[config.mk]
export PLATFORM = sky130hd
export DESIGN_NAME = wb_trace_buffer
export DESIGN_NICKNAME = d
export VERILOG_FILES = /design/src/rtl/wb_trace_buffer.sv
export SDC_FILE = /design/constraint.sdc
export NUM_CORES = 1
export LEC_CHECK = 0
export ABC_AREA = 0
export BUFFER_PORTS_ARGS = -buffer_cell sky130_fd_sc_hd__buf_4
export CORE_MARGIN = 5
export CORE_UTILIZATION = 40
export DETAILED_ROUTE_END_ITERATION = 6
export GPL_ROUTABILITY_DRIVEN = 0
export HOLD_SLACK_MARGIN = 0.02
export PLACE_DENSITY = 0.66
export SYNTH_ARGS = -nofsm -noshare
export SYNTH_HDL_FRONTEND = slang
export SYNTH_SLANG_ARGS = --single-unit
[constraint.sdc]
create_clock -name clk_i -period 7.5 [get_ports clk_i]
set_clock_uncertainty 0.1 [all_clocks]
set_input_delay 0.75 -clock clk_i [delete_from_list [all_inputs] [get_ports clk_i]]
set_output_delay 0.75 -clock clk_i [all_outputs]
set_load 0.05 [all_outputs]
[src/rtl/wb_trace_buffer.sv]
// wb_trace_buffer: snoops register-file writebacks and stores qualifying
// events ({pc, wr_reg, wr_data}) in a FIFO, drained through a valid/ready port.
// Ports:
//   clk_i, rst_ni                 clock, asynchronous active-low reset
//   arm_i, stop_i, clear_i        session control (priority clear > stop > arm)
//   trig_en_i, trig_pc_i          optional PC trigger before capture starts
//   pc_i, we_i, wr_reg_i, wr_data_i  snooped writeback
//   out_valid_o, out_ready_i      drain handshake
//   out_pc_o/out_reg_o/out_data_o head entry, zero when empty
//   count_o, full_o, empty_o      occupancy
//   drop_count_o                  saturating count of dropped events
//   state_o                       IDLE=0 ARMED=1 CAPTURE=2 DONE=3
module wb_trace_buffer #(
  parameter int unsigned DEPTH        = 16,
  parameter bit          STOP_ON_FULL = 1'b1,
  localparam int unsigned AW          = $clog2(DEPTH),
  localparam int unsigned CW          = AW + 1
) (
  input  logic          clk_i,
  input  logic          rst_ni,
  input  logic          arm_i,
  input  logic          stop_i,
  input  logic          clear_i,
  input  logic          trig_en_i,
  input  logic [11:0]   trig_pc_i,
  input  logic [11:0]   pc_i,
  input  logic          we_i,
  input  logic [4:0]    wr_reg_i,
  input  logic [31:0]   wr_data_i,
  output logic          out_valid_o,
  input  logic          out_ready_i,
  output logic [11:0]   out_pc_o,
  output logic [4:0]    out_reg_o,
  output logic [31:0]   out_data_o,
  output logic [CW-1:0] count_o,
  output logic          full_o,
  output logic          empty_o,
  output logic [7:0]    drop_count_o,
  output logic [1:0]    state_o
);

  localparam int unsigned EW = 49;

  typedef enum logic [1:0] {
    IDLE    = 2'd0,
    ARMED   = 2'd1,
    CAPTURE = 2'd2,
    DONE    = 2'd3
  } state_e;

  state_e          state_q, state_d;
  logic [AW-1:0]   rd_ptr_q, rd_ptr_d;
  logic [AW-1:0]   wr_ptr_q, wr_ptr_d;
  logic [CW-1:0]   cnt_q, cnt_d;
  logic [7:0]      drop_q, drop_d;
  logic [EW-1:0]   mem_q [DEPTH];

  logic            event_c, match_c, rec_c, full_c, pop_c, push_c;
  logic [EW-1:0]   head_c;

  // Event qualification; a push into a full FIFO is only legal alongside a pop.
  assign event_c = we_i && (wr_reg_i != 5'd0);
  assign match_c = (pc_i == trig_pc_i);
  assign rec_c   = event_c && ((state_q == CAPTURE) || ((state_q == ARMED) && match_c));
  assign full_c  = (cnt_q == CW'(DEPTH));
  assign pop_c   = (cnt_q != '0) && out_ready_i;
  assign push_c  = rec_c && (!full_c || pop_c);

  // Next-state for FSM, pointers, occupancy and drop counter.
  always_comb begin
    state_d  = state_q;
    rd_ptr_d = rd_ptr_q;
    wr_ptr_d = wr_ptr_q;
    cnt_d    = cnt_q;
    drop_d   = drop_q;

    if (pop_c)  rd_ptr_d = rd_ptr_q + AW'(1);
    if (push_c) wr_ptr_d = wr_ptr_q + AW'(1);
    if (push_c && !pop_c)      cnt_d = cnt_q + CW'(1);
    else if (pop_c && !push_c) cnt_d = cnt_q - CW'(1);

    if (rec_c && !push_c && (drop_q != 8'hFF)) drop_d = drop_q + 8'd1;

    if (stop_i) begin
      state_d = IDLE;
    end else if (arm_i && ((state_q == IDLE) || (state_q == DONE))) begin
      state_d = trig_en_i ? ARMED : CAPTURE;
    end else if ((state_q == ARMED) && match_c) begin
      state_d = CAPTURE;
    end else if ((state_q == CAPTURE) && STOP_ON_FULL && push_c && (cnt_d == CW'(DEPTH))) begin
      state_d = DONE;
    end

    if (clear_i) begin
      state_d  = IDLE;
      rd_ptr_d = '0;
      wr_ptr_d = '0;
      cnt_d    = '0;
      drop_d   = '0;
    end
  end

  // Control registers.
  always_ff @(posedge clk_i or negedge rst_ni) begin
    if (!rst_ni) begin
      state_q  <= IDLE;
      rd_ptr_q <= '0;
      wr_ptr_q <= '0;
      cnt_q    <= '0;
      drop_q   <= '0;
    end else begin
      state_q  <= state_d;
      rd_ptr_q <= rd_ptr_d;
      wr_ptr_q <= wr_ptr_d;
      cnt_q    <= cnt_d;
      drop_q   <= drop_d;
    end
  end

  // Entry storage; contents are only observable through a valid head.
  always_ff @(posedge clk_i) begin
    if (push_c && !clear_i) mem_q[wr_ptr_q] <= {pc_i, wr_reg_i, wr_data_i};
  end

  assign head_c       = mem_q[rd_ptr_q];
  assign out_valid_o  = (cnt_q != '0);
  assign out_pc_o     = out_valid_o ? head_c[48:37] : 12'd0;
  assign out_reg_o    = out_valid_o ? head_c[36:32] : 5'd0;
  assign out_data_o   = out_valid_o ? head_c[31:0]  : 32'd0;
  assign count_o      = cnt_q;
  assign full_o       = full_c;
  assign empty_o      = (cnt_q == '0);
  assign drop_count_o = drop_q;
  assign state_o      = state_q;

endmodule
### Word level (Yosys, flattened, before mapping)

Memory sizes are Yosys's and may differ from the RTL's.
Cells that the tools add are included.
W data, S select, Z words.

* add/sub/neg operators: 5
* equality and inequality tests: 7
* multiplexer cells: 20
* reductions and logical operators: 28

Operators by type and width (count)
* $mux W32: 1
* $mux W5: 4
* $mux W4: 4
* $mux W8: 2
* $reduce_bool A5 Y1: 3
* $logic_and A1 B1 Y1: 13
* $eq A12 B12 Y1: 1
* $mux W12: 1
* $mux W2: 6
* $eq A5 B5 Y1 const B: 2
* $add A4 B1 Y4 const B: 2
* $add A8 B1 Y8 const B: 1
* $ne A8 B8 Y1 const B: 1
* $reduce_bool A2 Y1: 3
* $add A5 B1 Y5 const B: 1
* $logic_not A5 Y1: 1
* $sub A5 B1 Y5 const B: 1
* $eq A2 B2 Y1 const B: 2
* $logic_not A1 Y1: 4
* $logic_or A1 B1 Y1: 3
* $eq A2 B1 Y1 const B: 1
* $logic_not A2 Y1: 1
* $mux W1: 2

* flip-flop bits (word level): 23
* memory bits (writable): 784
* input bits: 69
* output and inout port bits: 67
* logic and storage cells: 66
* memories: 1

Memory list
* mem_q: depth 16, width 49, rd ports 1, clocked after Yosys merged registers in 0, wr ports 1, RTL line 56 `logic [EW-1:0] mem_q [DEPTH];`

### Depth between registers and ports, before layout

* word-level depth: 16
* gate-level depth with buffers: 12
* depth with buffers taken out: 10

### Worst setup path after synthesis

Ideal clock, no wire load.

* path kind: in2reg
* from: input port trig_pc_i[9]
* to: memory mem_q[3][0], enable pin
* library setup time: 0.594 ns
* data arrival time: 7.161 ns
* data required time: 6.806 ns
* slack: -0.355 ns
* stages on the path: 7
* path buffers: 0
* cells stage by stage: xnor2_1 > nand4_1 > nor4_4 > nor2_1 > nor3_2 > nand2b_1 > nor4b_1

* cells in the longest elaborated chain, start to end: 8

RTL lines
* start: declaration: RTL line 25 `input logic [11:0] trig_pc_i,`
* $eq A12 B12 Y1: RTL line 63 `assign match_c = (pc_i == trig_pc_i);`
* $logic_and A1 B1 Y1: RTL line 64 `assign rec_c = event_c && ((state_q == CAPTURE) || ((state_q == ARMED) && match_c));`
* $logic_or A1 B1 Y1: RTL line 64
* $logic_and A1 B1 Y1: RTL line 64
* $logic_and A1 B1 Y1: RTL line 67 `assign push_c = rec_c && (!full_c || pop_c);`
* $logic_and A1 B1 Y1: RTL line 122 `if (push_c && !clear_i) mem_q[wr_ptr_q] <= {pc_i, wr_reg_i, wr_data_i};`
* $mux W1: RTL line 122
* $mux W1 (implied by the code): RTL line 122
* end: declaration: RTL line 56

Every way passes these cells.

### Final worst setup path

* from: register rd_ptr_q[1]
* to: output port out_data_o[22]

* cells in the longest elaborated chain, start to end: 2

RTL lines
* start: declaration: RTL line 52 `logic [AW-1:0] rd_ptr_q, rd_ptr_d;`
* start signal: assignment: RTL line 113 `rd_ptr_q <= rd_ptr_d;`
* $mem_v2 Z16 W49
* $mux W32: RTL line 129 `assign out_data_o = out_valid_o ? head_c[31:0] : 32'd0;`
* end: declaration: RTL line 34 `output logic [31:0] out_data_o,`

Every way passes these cells.

==> out/qor.yml <==
p_int_mw: 8.49
nets: 1579
start_util_pct: 40.4
syn_avg_cell_area_um2: 23.5
antenna_found_initial: 5
finalInstanceArea_um2: 36100
overflow: 0
crit_arrival_ns: 4.00
ys_warn_count: 0
avgRoutedWirePerCell_um: 25.7
port_buffers: 135
clock-sinks: 807
viasPerCell: 5.44
cts_resized: 0
vias: 14155
row_count: 102
grt_setup_unrepaired: "no"
path_clk_slew_ns: 0.06
cts_max_level: 3
dieHeight_um: 290
cts_root_buffer: "clkbuf_16"
synth_cell_types: 47
synth_seq_area_share_pct: 77.0
grt_pass1_wl_um: 100000
clock_path_buffers: 3
vdd_ir_drop_max_mv: 0.233
worst_hold_path_type: "in -> reg"
io_pins: 136
post_layout_nonfiller_instances: 2602
p_leak_nw: 11.2
cp-start-kind: "flip-flop"
crit_path_end_kind: "primary output"
routed_wl_um: 66800
p_comb_share_pct: 25.6
period_share_pct: 64.7
drc: 0
synth_seq_cells: 807
cts_tree: "done"
core_area_um2: 77600
tightest_slew_ns: 1.16
ant_nets: 0
synth_common_cells: "edfxtp_1 (784), mux4_2 (245), and2_1 (64)"
critical_path_class: "reg -> out"
maxCapViolCount: 0
async_flop_share_pct: 2.85
drv_slew: 0
switching_share_pct: 29.1
synth.most_common_cell: "edfxtp_1"
relSlewSlack_pct: 22.5
cp_max_fo: 128
grt_pass1_vias: 15347
yosys.area.top_type: "edfxtp_1"
post_cts_buffers: 0
grt_max_degree: 129
hpwl_um: 35200
max_freq_mhz: 206
slowest_stage: "dfrtp_4"
synth_top_area_share_pct: 75.2
clkPwrFrac_pct: 32.2
netlist_area_um2: 31300
p_switching_mw: 3.48
syn_inst: 1332
status: "completed"
synth_edf_count: 784
setup_viol: 0
clkLatencyLatePin_ns: 0.61
p_per_area_nw_per_um2: 331
worstPathRequired_ns: 6.65
crit_chain: "buf_12 -> mux4_2 -> mux4_2 -> and2_1 -> buf_4"
die_area_um2: 84000
seqPwrFrac_pct: 42.2
drt_pass1_iterations: 7
first_iter_violations: 1454
syn_nets: 1412
utilization_pct: 46.6
hold_viol: 0
tns_ns: 0
dpl.cell_count: 2454
synth_ff_type: "edfxtp_1"
syn2layout_area_growth_pct: 15.4
synthTopCellsByArea: "edfxtp_1 (75%), mux4_2 (18%), dfrtp_1 (1.8%)"
dpl-instance-area_um2: 33600
drive_gt1_share_pct: 34.3
crit_top_cell: "mux4_2"
cts_buffers: 82
fin_hold_ws_ns: 0.291
min_period_ns: 4.85
critPathMaxStageDelay_ns: 1.16
die_w_um: 290
track_usage_pct: 15.8
## registers in the layout, summed over array words and instances, names as in the netlist
register,count
state_o,2
count_o,5
mem_q,784
rd_ptr_q,4
drop_count_o,8
wr_ptr_q,4
## cell type report
cell class | count | area (um2)
multi-input combinational | 448 | 6970
clock buffer | 99 | 2140
clock inverter | 47 | 402
sequential | 807 | 24100
timing repair buffer | 150 | 1150
inverter | 10 | 37.5
antenna | 1 | 2.50
fill | 6426 | 41500
tap | 1040 | 1300
## worst max-delay path: cells and delay by family (launching register included)
kind,cells,cell delay (ns)
DFF,1,1.16
muxes,2,0.94
buffers and inverters,2,0.92
and+or+nand+nor,1,0.24
## what timing repair did
action / in CTS / in global routing
setup endpoints to repair: 0 / 0
hold endpoints to repair: 23 / 0
hold buffers: 1 / 0
## per-stage QoR
stage,power (mW),setup slack [ns]
after detailed placement,8.28,2.37
final,12.0,2.65
after floorplan,7.39,2.11
after global placement,8.26,2.46
after global routing,12.5,2.54
after CTS,12.1,2.61
## placed cells by master, fill, tap and decap left out, types with 2 or more instances in the layout
master / n
a21oi_1: 4
and2_1: 52
and2_4: 13
buf_12: 2
buf_4: 147
bufinv_16: 5
clkbuf_1: 16
clkbuf_16: 83
clkinv_1: 19
clkinv_2: 14
clkinv_8: 4
dfrtp_1: 19
dfrtp_4: 3
edfxtp_1: 784
ha_1: 11
inv_1: 10
inv_6: 2
mux2i_1: 2
mux4_2: 245
nand2_1: 12
nand2b_1: 2
nand3_1: 5
nand4_1: 6
nor2_1: 26
nor2_4: 2
nor2b_1: 2
nor3_1: 4
nor3b_1: 2
nor4b_4: 2
o21a_1: 4
o21ai_0: 2
o21ai_2: 2
o22ai_1: 2
xnor2_1: 20
xor2_1: 9
## worst paths after layout
kind,startpoint,endpoint,cells past startpoint,slack [ns]
hold / removal,stop_i,state_o[0],3,0.29
setup reg to reg,state_o[1],mem_q[15][19],9,3.32
min in group asynchronous,rst_ni,drop_count_o[7],2,0.48
max in group asynchronous,rst_ni,rd_ptr_q[2],2,6.54
setup / recovery,rd_ptr_q[1],out_data_o[22],5,2.65
hold reg to reg,drop_count_o[5],drop_count_o[5],2,0.48
## kinds of logic after synthesis
family / synth area share, %
flops: 77.0
mux: 17.7
simple gates: 2.54
buf+inv: 0.967
xor+xnor: 0.811
compound gates: 0.559
fa+ha+maj: 0.439
## power groups by stage
stage / registers, mW / clock network, mW / logic [mW]
after global placement: 5.15 / 0 / 3.12
after global routing: 5.06 / 4.14 / 3.28
final: 5.05 / 3.85 / 3.07
after CTS: 5.05 / 3.94 / 3.14
after detailed placement: 5.15 / 0 / 3.14
after floorplan: 5.11 / 0 / 2.28
## metal layers
| layer | track usage [%] | share of wire (%) |
|---|---|---|
| met5 | 0 | 0.040 |
| met4 | 4.34 | 2.2 |
| met2 | 25.5 | 49 |
| met3 | 3.29 | 6.9 |
| met1 | 22.2 | 42 |
(Power assumes the default switching activity.)
